==> src/rtl/nibble_serial_adder_pkg.sv <==
// Shared definitions for the nibble-serial wide adder.
//   state_t  : controller states (idle / running nibbles / result held)
//   NIBBLE_W : width of one adder slice
package nibble_adder_pkg;

    localparam int NIBBLE_W = 4;

    typedef enum logic [1:0] {
        S_IDLE = 2'd0,
        S_RUN  = 2'd1,
        S_DONE = 2'd2
    } state_t;

endpackage

==> src/rtl/nibble_serial_adder_if.sv <==
// Operand/result handshake bundle for nibble_serial_adder.
//   in_valid/in_ready   : operand handshake (a, b, cin)
//   out_valid/out_ready : result handshake (sum, cout)
// The slave modport is the adder; the master modport is its user.
interface nibble_serial_adder_if
    import nibble_adder_pkg::*;
#(
    parameter int NIBBLES = 4
) ();

    localparam int WIDTH = NIBBLE_W * NIBBLES;

    logic             in_valid;
    logic             in_ready;
    logic [WIDTH-1:0] a;
    logic [WIDTH-1:0] b;
    logic             cin;
    logic             out_valid;
    logic             out_ready;
    logic [WIDTH-1:0] sum;
    logic             cout;

    modport slave (
        input  in_valid, a, b, cin, out_ready,
        output in_ready, out_valid, sum, cout
    );

    modport master (
        output in_valid, a, b, cin, out_ready,
        input  in_ready, out_valid, sum, cout
    );

endinterface

==> src/rtl/nibble_serial_adder_fourbit.sv <==
// fourBitAdder: 4-bit ripple-carry adder slice.
//   a_i, b_i : 4-bit addends
//   cin_i    : carry in
//   sum_o    : 4-bit sum
//   cout_o   : carry out of bit 3
module fourBitAdder
    import nibble_adder_pkg::*;
(
    input  logic [NIBBLE_W-1:0] a_i,
    input  logic [NIBBLE_W-1:0] b_i,
    input  logic                cin_i,
    output logic [NIBBLE_W-1:0] sum_o,
    output logic                cout_o
);

    logic carry_s;

    // Ripple the carry bit by bit through the slice.
    always_comb begin
        carry_s = cin_i;
        sum_o   = {NIBBLE_W{1'b0}};
        for (int i = 0; i < NIBBLE_W; i++) begin
            sum_o[i] = a_i[i] ^ b_i[i] ^ carry_s;
            carry_s  = (a_i[i] & b_i[i]) | (carry_s & (a_i[i] ^ b_i[i]));
        end
        cout_o = carry_s;
    end

endmodule

==> src/rtl/nibble_serial_adder.sv <==
// nibble_serial_adder: WIDTH-bit adder (WIDTH = 4*NIBBLES) built from one
// 4-bit ripple slice used once per cycle, least significant nibble first.
// The slice carry-out is registered and fed into the next nibble.
//   clk   : rising-edge clock
//   rst_n : asynchronous active-low reset
//   bus   : slave side of nibble_serial_adder_if (operand in, result out)
module nibble_serial_adder
    import nibble_adder_pkg::*;
#(
    parameter int NIBBLES = 4
) (
    input  logic                  clk,
    input  logic                  rst_n,
    nibble_serial_adder_if.slave  bus
);

    localparam int WIDTH = NIBBLE_W * NIBBLES;
    localparam int IDX_W = (NIBBLES > 1) ? $clog2(NIBBLES) : 1;

    state_t             state_q, state_d;
    logic [WIDTH-1:0]   a_q, a_d;
    logic [WIDTH-1:0]   b_q, b_d;
    logic [WIDTH-1:0]   sum_q, sum_d;
    logic               carry_q, carry_d;
    logic [IDX_W-1:0]   idx_q, idx_d;

    logic [NIBBLE_W-1:0] add_a_s;
    logic [NIBBLE_W-1:0] add_b_s;
    logic [NIBBLE_W-1:0] add_sum_s;
    logic                add_cout_s;

    // Pick nibble 'sel' out of a word. Values of sel beyond the last nibble
    // (reachable only outside S_RUN) yield zero instead of an out-of-range read.
    function automatic logic [NIBBLE_W-1:0] nib_get(input logic [WIDTH-1:0] vec,
                                                    input logic [IDX_W-1:0] sel);
        logic [NIBBLE_W-1:0] r;
        r = {NIBBLE_W{1'b0}};
        for (int n = 0; n < NIBBLES; n++) begin
            if (sel == IDX_W'(n)) begin
                r = vec[n*NIBBLE_W +: NIBBLE_W];
            end
        end
        return r;
    endfunction

    // Return 'vec' with nibble 'sel' replaced by 'nib'.
    function automatic logic [WIDTH-1:0] nib_put(input logic [WIDTH-1:0]    vec,
                                                 input logic [IDX_W-1:0]    sel,
                                                 input logic [NIBBLE_W-1:0] nib);
        logic [WIDTH-1:0] r;
        r = vec;
        for (int n = 0; n < NIBBLES; n++) begin
            if (sel == IDX_W'(n)) begin
                r[n*NIBBLE_W +: NIBBLE_W] = nib;
            end
        end
        return r;
    endfunction

    // Slice operands come only from captured registers, never from bus.a/bus.b.
    always_comb begin
        add_a_s = nib_get(a_q, idx_q);
        add_b_s = nib_get(b_q, idx_q);
    end

    fourBitAdder u_slice (
        .a_i    (add_a_s),
        .b_i    (add_b_s),
        .cin_i  (carry_q),
        .sum_o  (add_sum_s),
        .cout_o (add_cout_s)
    );

    // Controller next-state and datapath update.
    always_comb begin
        state_d = state_q;
        a_d     = a_q;
        b_d     = b_q;
        sum_d   = sum_q;
        carry_d = carry_q;
        idx_d   = idx_q;
        case (state_q)
            S_IDLE: begin
                if (bus.in_valid) begin
                    a_d     = bus.a;
                    b_d     = bus.b;
                    carry_d = bus.cin;
                    idx_d   = {IDX_W{1'b0}};
                    state_d = S_RUN;
                end else begin
                    state_d = S_IDLE;
                end
            end
            S_RUN: begin
                sum_d   = nib_put(sum_q, idx_q, add_sum_s);
                carry_d = add_cout_s;
                idx_d   = idx_q + IDX_W'(1);
                if (idx_q == IDX_W'(NIBBLES - 1)) begin
                    state_d = S_DONE;
                end else begin
                    state_d = S_RUN;
                end
            end
            S_DONE: begin
                // Result is held until consumed; always go back through idle.
                if (bus.out_ready) begin
                    state_d = S_IDLE;
                end else begin
                    state_d = S_DONE;
                end
            end
            default: begin
                state_d = S_IDLE;
            end
        endcase
    end

    // State and datapath registers.
    always_ff @(posedge clk or negedge rst_n) begin
        if (!rst_n) begin
            state_q <= S_IDLE;
            a_q     <= {WIDTH{1'b0}};
            b_q     <= {WIDTH{1'b0}};
            sum_q   <= {WIDTH{1'b0}};
            carry_q <= 1'b0;
            idx_q   <= {IDX_W{1'b0}};
        end else begin
            state_q <= state_d;
            a_q     <= a_d;
            b_q     <= b_d;
            sum_q   <= sum_d;
            carry_q <= carry_d;
            idx_q   <= idx_d;
        end
    end

    // Handshake flags are decoded from the state register only.
    assign bus.in_ready  = (state_q == S_IDLE);
    assign bus.out_valid = (state_q == S_DONE);
    assign bus.sum       = sum_q;
    assign bus.cout      = carry_q;

endmodule

==> src/flat_wrapper.sv <==
// flat-port wrapper written by rule: the top's interface ports become plain ports
module nibble_serial_adder_flat import nibble_adder_pkg::*;
#(
    parameter int NIBBLES = 4
)
  (clk, rst_n, bus_in_valid, bus_a, bus_b, bus_cin, bus_out_ready, bus_in_ready, bus_out_valid, bus_sum, bus_cout);
  nibble_serial_adder_if #(.NIBBLES(NIBBLES)) bus_i ();
  input  logic clk;
  input  logic rst_n;
  input wire logic [$bits(bus_i.in_valid)-1:0] bus_in_valid;
  input wire logic [$bits(bus_i.a)-1:0] bus_a;
  input wire logic [$bits(bus_i.b)-1:0] bus_b;
  input wire logic [$bits(bus_i.cin)-1:0] bus_cin;
  input wire logic [$bits(bus_i.out_ready)-1:0] bus_out_ready;
  output wire logic [$bits(bus_i.in_ready)-1:0] bus_in_ready;
  output wire logic [$bits(bus_i.out_valid)-1:0] bus_out_valid;
  output wire logic [$bits(bus_i.sum)-1:0] bus_sum;
  output wire logic [$bits(bus_i.cout)-1:0] bus_cout;
  assign bus_i.in_valid = bus_in_valid;
  assign bus_i.a = bus_a;
  assign bus_i.b = bus_b;
  assign bus_i.cin = bus_cin;
  assign bus_i.out_ready = bus_out_ready;
  assign bus_in_ready = bus_i.in_ready;
  assign bus_out_valid = bus_i.out_valid;
  assign bus_sum = bus_i.sum;
  assign bus_cout = bus_i.cout;
  nibble_serial_adder #(.NIBBLES(NIBBLES)) u_core (.clk(clk), .rst_n(rst_n), .bus(bus_i));
endmodule
==> config.mk <==
export PLATFORM = sky130hd
export DESIGN_NAME = nibble_serial_adder_flat
export DESIGN_NICKNAME = d
export VERILOG_FILES = /design/src/rtl/nibble_serial_adder_pkg.sv /design/src/rtl/nibble_serial_adder_if.sv /design/src/rtl/nibble_serial_adder_fourbit.sv /design/src/rtl/nibble_serial_adder.sv /design/src/flat_wrapper.sv
export SDC_FILE = /design/constraint.sdc
export NUM_CORES = 1
export LEC_CHECK = 0
export CORE_MARGIN = 2
export CORE_UTILIZATION = 45
export CTS_CLUSTER_SIZE = 12
export DETAILED_ROUTE_END_ITERATION = 10
export PLACE_DENSITY = 0.75
export SLEW_MARGIN = 20
export SYNTH_ARGS = -nofsm -noshare
export SYNTH_HDL_FRONTEND = slang
export SYNTH_SLANG_ARGS = --single-unit
export TNS_END_PERCENT = 20
==> constraint.sdc <==
create_clock -name clk -period 3.35 [get_ports clk]
set_clock_uncertainty 0.15 [all_clocks]
set_input_delay 1.005 -clock clk [delete_from_list [all_inputs] [get_ports clk]]
set_output_delay 1.005 -clock clk [all_outputs]
set_load 0.03 [all_outputs]
### Yosys cells after proc, flatten, opt, wreduce, memory -nomap -nowiden

Index checks and enable logic that the tools add are counted.

| word-level totals | value |
|---|---|
| flip-flop bits (word level) | 53 |
| input bits | 37 |
| word-level logic and storage cells | 61 |

| cells by class | value |
|---|---|
| add/sub/neg operators | 1 |
| equal/unequal tests | 6 |
| mux-type cells | 16 |
| bitwise logic cells | 20 |
| reductions and logical operators | 9 |

Operator list:

| kind | count |
|---|---|
| 4-bit 2-to-1 mux | 8 |
| 2-bit AND reduction | 6 |
| 1-bit bitwise AND | 8 |
| 1-bit XOR | 8 |
| 2-bit == test, second input constant | 3 |
| 2-bit 2-to-1 mux | 3 |
| 2-bit one-hot mux with 3 select lines | 1 |
| 2-bit by 1-bit == test with 1-bit output, second input constant | 2 |
| 2-bit logical NOT | 2 |
| 1-bit bitwise OR | 4 |
| 2-bit one-hot mux with 2 select lines | 1 |
| 2-bit by 1-bit adder with 2-bit output, second input constant | 1 |
| 1-bit 2-to-1 mux | 2 |
| 2-bit inequality test, second input constant | 1 |
| 1-bit one-hot mux with 2 select lines | 1 |
| 2-bit nonzero test | 1 |

### Depth between registers and ports, before layout

| logic depth | value |
|---|---|
| depth after elaboration | 15 |
| gate-level depth with buffers | 14 |

### Hierarchy

A second synthesis with hierarchy kept.

| unflattened totals | value |
|---|---|
| cells, all modules | 177 |
| area, all modules | 2511.2 sq um |

Modules (own cells, without submodules):

| module | times used | cells each | area an instance (sq um) | sequential area each (sq um) |
|---|---|---|---|---|
| nibble_serial_adder | 1 | 163 | 2393.5 | 1326.3 |
| fourBitAdder | 1 | 14 | 117.6 | 0.0 |

### Worst setup path after synthesis

Ideal clock, no wire load.

| timing path | value |
|---|---|
| path type | register -> register |
| from | reg u_core.idx_q[1] |
| to | reg u_core.sum_q[15], in the netlist u_core.bus.sum[15] |
| library setup time | 0.125 ns |
| arrival | 3.035 ns |
| required time | 3.075 ns |
| path slack | 0.040 ns |
| cell stages (with the launch flop) | 15 |
| buffers on the path | 1 |
| cell sequence | dfrtp_1 > inv_1 > ha_1 > clkbuf_1 > nand2_1 > o211ai_1 > o221ai_1 > fa_1 > inv_1 > fa_1 > inv_1 > fa_1 > inv_1 > fa_1 > mux2_2 |

| on the way | value |
|---|---|
| word-level cells in the longest chain between the ends | 13 |
| elaborated cells on any way between the ends | 27 |
| those cells by class | eq/ne: 3; mux: 8; bitwise: 14; reduce/logical: 2 |

RTL lines:

| element | RTL line | text |
|---|---|---|
| start, declared | nibble_serial_adder.sv:25 | `logic [IDX_W-1:0] idx_q, idx_d;` |
| start signal, assigned | nibble_serial_adder.sv:126 | `idx_q <= {IDX_W{1'b0}};` |
| start signal, assigned | nibble_serial_adder.sv:133 | `idx_q <= idx_d;` |
| 2-bit logical NOT | nibble_serial_adder.sv:39 | `if (sel == IDX_W'(n)) begin` |
| 4-bit 2-to-1 mux (4 in series) | nibble_serial_adder.sv:39 |  |
| 1-bit XOR | nibble_serial_adder_fourbit.sv:24 | `carry_s = (a_i[i] & b_i[i]) \| (carry_s & (a_i[i] ^ b_i[i]));` |
| 1-bit bitwise AND | nibble_serial_adder_fourbit.sv:24 |  |
| 1-bit bitwise OR | nibble_serial_adder_fourbit.sv:24 |  |
| 1-bit bitwise AND | nibble_serial_adder_fourbit.sv:24 |  |
| 1-bit bitwise OR | nibble_serial_adder_fourbit.sv:24 |  |
| 1-bit bitwise AND | nibble_serial_adder_fourbit.sv:24 |  |
| 1-bit bitwise OR | nibble_serial_adder_fourbit.sv:24 |  |
| 1-bit XOR * | nibble_serial_adder_fourbit.sv:23 | `sum_o[i] = a_i[i] ^ b_i[i] ^ carry_s;` |
| net u_core.add_sum_s[3] | nibble_serial_adder.sv:29 | `logic [NIBBLE_W-1:0] add_sum_s;` |
| end signal, assigned | nibble_serial_adder.sv:124 | `sum_q <= {WIDTH{1'b0}};` |
| end signal, assigned | nibble_serial_adder.sv:131 | `sum_q <= sum_d;` |
| end, declared | nibble_serial_adder.sv:23 | `logic [WIDTH-1:0] sum_q, sum_d;` |

Mark *: on every way through the listed nets, which the timed path passes. The rest lies on a longest branch.
A chain may end at the register's enable or synchronous reset.

### Worst setup path after layout

| timing path | value |
|---|---|
| from | reg u_core.idx_q[0] |
| to | reg u_core.sum_q[7], in the netlist u_core.bus.sum[7] |

The elaborated chain is that of the path after synthesis.

==> impl_metrics.ini <==
[power_and_ir_drop]
p_clk_share_pct = 11.5
p_leak_nw = 1.43
power.internal_w = 0.00232
power.density_mw_per_mm2 = 1150
power_frac_comb_pct = 56.5
ir_drop_uv = 526
p_seq_share_pct = 32.0
power.switching_w = 0.00149
swShare_pct = 39.1

[placed_design]
hpwl_mm = 3.82
gp_congestion = 0.805
io_buffers = 55

[drt]
drt-initial-drc-count = 90
first_pass_iters = 4
drt-vias-per-instance = 5.10
num_vias = 1633
final_antenna_net_count = 0
wire_per_inst_um = 15.6
wl_mm = 4.99
drc = 0

[setup_path]
worstReg2RegStart = u_core.idx_q[0]
path_class = flip-flop to flip-flop
reg2regPathDepth = 11
cp.required_ns = 3.40
critical_path.max_fanout = 5
critPathCaptureType = flip-flop
crit_chain = ha_2 -> nand2b_2 -> buf_4 -> o22ai_1 -> a31oi_1 -> fa_1 -> inv_1 -> fa_2 -> inv_2 -> fa_1 -> mux2_2
cp-start-kind = flip-flop
path_delay_family = adder cells
cp_slowest_cell = fa_1
r2r_end = u_core.bus.sum[7]
r2r_slack_ns = 0.16
path_buf_inv = 3
critPathMostFrequentCell = fa_1
arrival_ns = 3.24
critical-path-max-stage-delay_ns = 0.53

[cts]
cts_buffers = 5
cts_hold_buf = 0
cts-root-buf = clkbuf_8
clk_path_buf_depth = 2
clk_latency_ns = 0.32
numClockSinks = 53
post_cts_buffers = 0
cts_tree = yes
path_clk_slew_ns = 0.10
htreeDepth = 2

[die]
die_y_um = 78.6
ios = 56
row_count = 27
dieArea_mm2 = 0.00617
start_util_pct = 46.0
core_region_area_mm2 = 0.00544
die_w_um = 78.6

[global_routing]
antenna_found_initial = 0
grt_pass1_wl_mm = 7.95
overflow = 0
grt_pass1_vias = 1636
grt_usage_pct = 17.1
grt_max_degree = 34

[final_layout]
seq_area_mm2 = 0.00133
multi_input_area_mm2 = 0.00113
fin_nets = 292
drive_gt1_share_pct = 29.4
diodes = 0
utilization_pct = 60.9
synthToLayoutAreaGrowth_pct = 32.4
fillers = 445

[sta]
tightest_slew_ns = 0.454
holdWs_ns = 0.348
tns_ns = 0
hold_viol_final = 0
slew_headroom_pct = 69.7
period_needed_ns = 3.19
fmax_mhz = 313
setup_viol = 0
final-max-slew-violation-count = 0
period_share_pct = 95.2

[yosys]
synth_cell_types = 23
synth_nets = 230
synthMuxAreaShare_pct = 23.3
ys_ff_latch = 53
yosys_warnings = 0
synth_compound_area_share_pct = 7.10
netlist_area_mm2 = 0.00250
synth_top_family_by_area = multiplexers
synth-simple-area-share_pct = 7.55
ys_seq_area_share_pct = 53.0
synth-xor-area-share_pct = 0
synth_cells = 185
syn_area_per_cell_um2 = 13.5
post_synth_fa_ha_maj_area_fraction_pct = 5.20

[hold_path]
hold_class = flip-flop to flip-flop
min_path_cells = 2
hold_start = u_core.bus.sum[4]
whs_endpoint = u_core.bus.sum[4]

[job]
cap_violations = 0

[outcome]
outcome = complete, no violations
-- power by group through the flow --
stage	registers [W]	logic, W	clock network, W
after floorplan	0.00133	0.00129	0
after global placement	0.00121	0.00200	0
after detailed placement	0.00122	0.00208	0
after CTS	0.00121	0.00209	0.000451
after global routing	0.00126	0.00232	0.000474
final	0.00122	0.00215	0.000438
-- cells by family after synthesis --
| kind of cell | count (synthesis) |
|---|---|
| AO/OA/AOI/OAI | 27 |
| adder cells (fa/ha/maj) | 8 |
| buffers and inverters | 17 |
| flip-flops | 53 |
| multiplexers | 42 |
| AND/OR/NAND/NOR | 38 |
-- final cells by class --
type	count	area share [%]
inverters	9	1.02
clock inverters	3	1.32
clock buffers	5	2.08
well taps	72	2.72
flip-flops and latches	53	40.1
repair buffers	63	18.7
multi-input cells	115	34.1
-- worst max-delay path by stage --
| stage | depth (start not counted) | to | start | slack (ns) |
|---|---|---|---|---|
| after detailed placement | 13 | u_core.bus.sum[7] | u_core.idx_q[1] | 0.01 |
| after global placement | 13 | u_core.bus.sum[15] | u_core.idx_q[1] | 0.13 |
| after floorplan | 14 | u_core.bus.sum[15] | u_core.idx_q[1] | 0.04 |
| after CTS | 13 | u_core.bus.sum[7] | u_core.idx_q[0] | 0.02 |
| after global routing | 13 | u_core.bus.sum[7] | u_core.idx_q[0] | -0.01 |
| final | 11 | u_core.bus.sum[7] | u_core.idx_q[0] | 0.16 |
-- per-layer routing --
metal  track usage, %  up-vias  part of all wire (%)
met1             22.8      803                    45
met2             26.2       52                    48
li1                 -      773                     -
met4             6.84        0                   1.5
met3             4.94        5                   5.5
met5                0        -                     0
-- state kept, by name (all words and copies together) (netlist names) --
signal / count
u_core.bus.cout: 1
u_core.state_q: 2
u_core.idx_q: 2
u_core.b_q: 16
u_core.a_q: 16
u_core.bus.sum: 16
-- through the flow --
step	instances	setup slack, ns	cell area (um2)	total power (W)
after floorplan	185	0.0398	2500	0.00262
after global placement	312	0.130	3150	0.00321
after detailed placement	312	0.0127	3150	0.00330
after CTS	320	0.0242	3270	0.00375
after global routing	320	-0.0115	3310	0.00405
final	320	0.159	3310	0.00381
-- repair_timing --
| action | CTS | global route |
|---|---|---|
| endpoints found under the setup margin | 4 | 4 |
| pin swaps | 0 | 2 |
| endpoints found under the hold margin | 0 | 0 |
| gates resized for setup | 2 | 13 |
-- worst min-delay path, delay by kind of cell (launching register included) --
kind             cells  cell delay [ns]
AND/OR/NAND/NOR      1             0.05
AO/OA/AOI/OAI        1             0.06
flip-flops           1             0.36
-- cell usage after synthesis --
library cell   n  area share (%)
a31oi_1        4             1.0
and2_1         1            0.25
buf_2          1            0.20
buf_6          4             1.8
clkbuf_1       3            0.45
clkinv_1       1            0.15
dfrtp_1       53              53
fa_1           4             3.2
ha_1           4             2.0
inv_1          8             1.2
mux2_2        10             4.5
mux2_4        30              18
mux2i_1        2            0.80
nand2_1       20             3.0
nand2b_1       3            0.75
nand3b_1       9             2.7
nor2_1         4            0.60
nor2_2         1            0.25
o211ai_1       4             1.2
o21ai_0        9             1.8
o221a_2        1            0.45
o221ai_1       4             1.4
o22ai_1        5             1.3
-- placed cells by master (no fill, tap or decap) --
master and instances:
o22ai_1 5, a31oi_1 4, inv_6 1, fa_1 3
nor2_2 2, clkinv_2 1, nand3b_1 9, nand2b_1 2
buf_12 1, mux2i_1 2, dfrtp_1 52, mux2_4 30
o221ai_2 2, o21ai_0 9, dfrtp_2 1, o211ai_1 4
fa_2 1, buf_4 7, nand2b_2 1, nor2_1 3
nand2_1 20, clkdlybuf4s50_1 54, inv_1 5, and2_2 1
bufinv_16 1, mux2_2 10, ha_4 2, ha_2 1
o221a_2 1, inv_2 4, buf_2 1, o221ai_1 2
ha_1 1, clkbuf_8 5
Power figures use the tool's default switching activity.
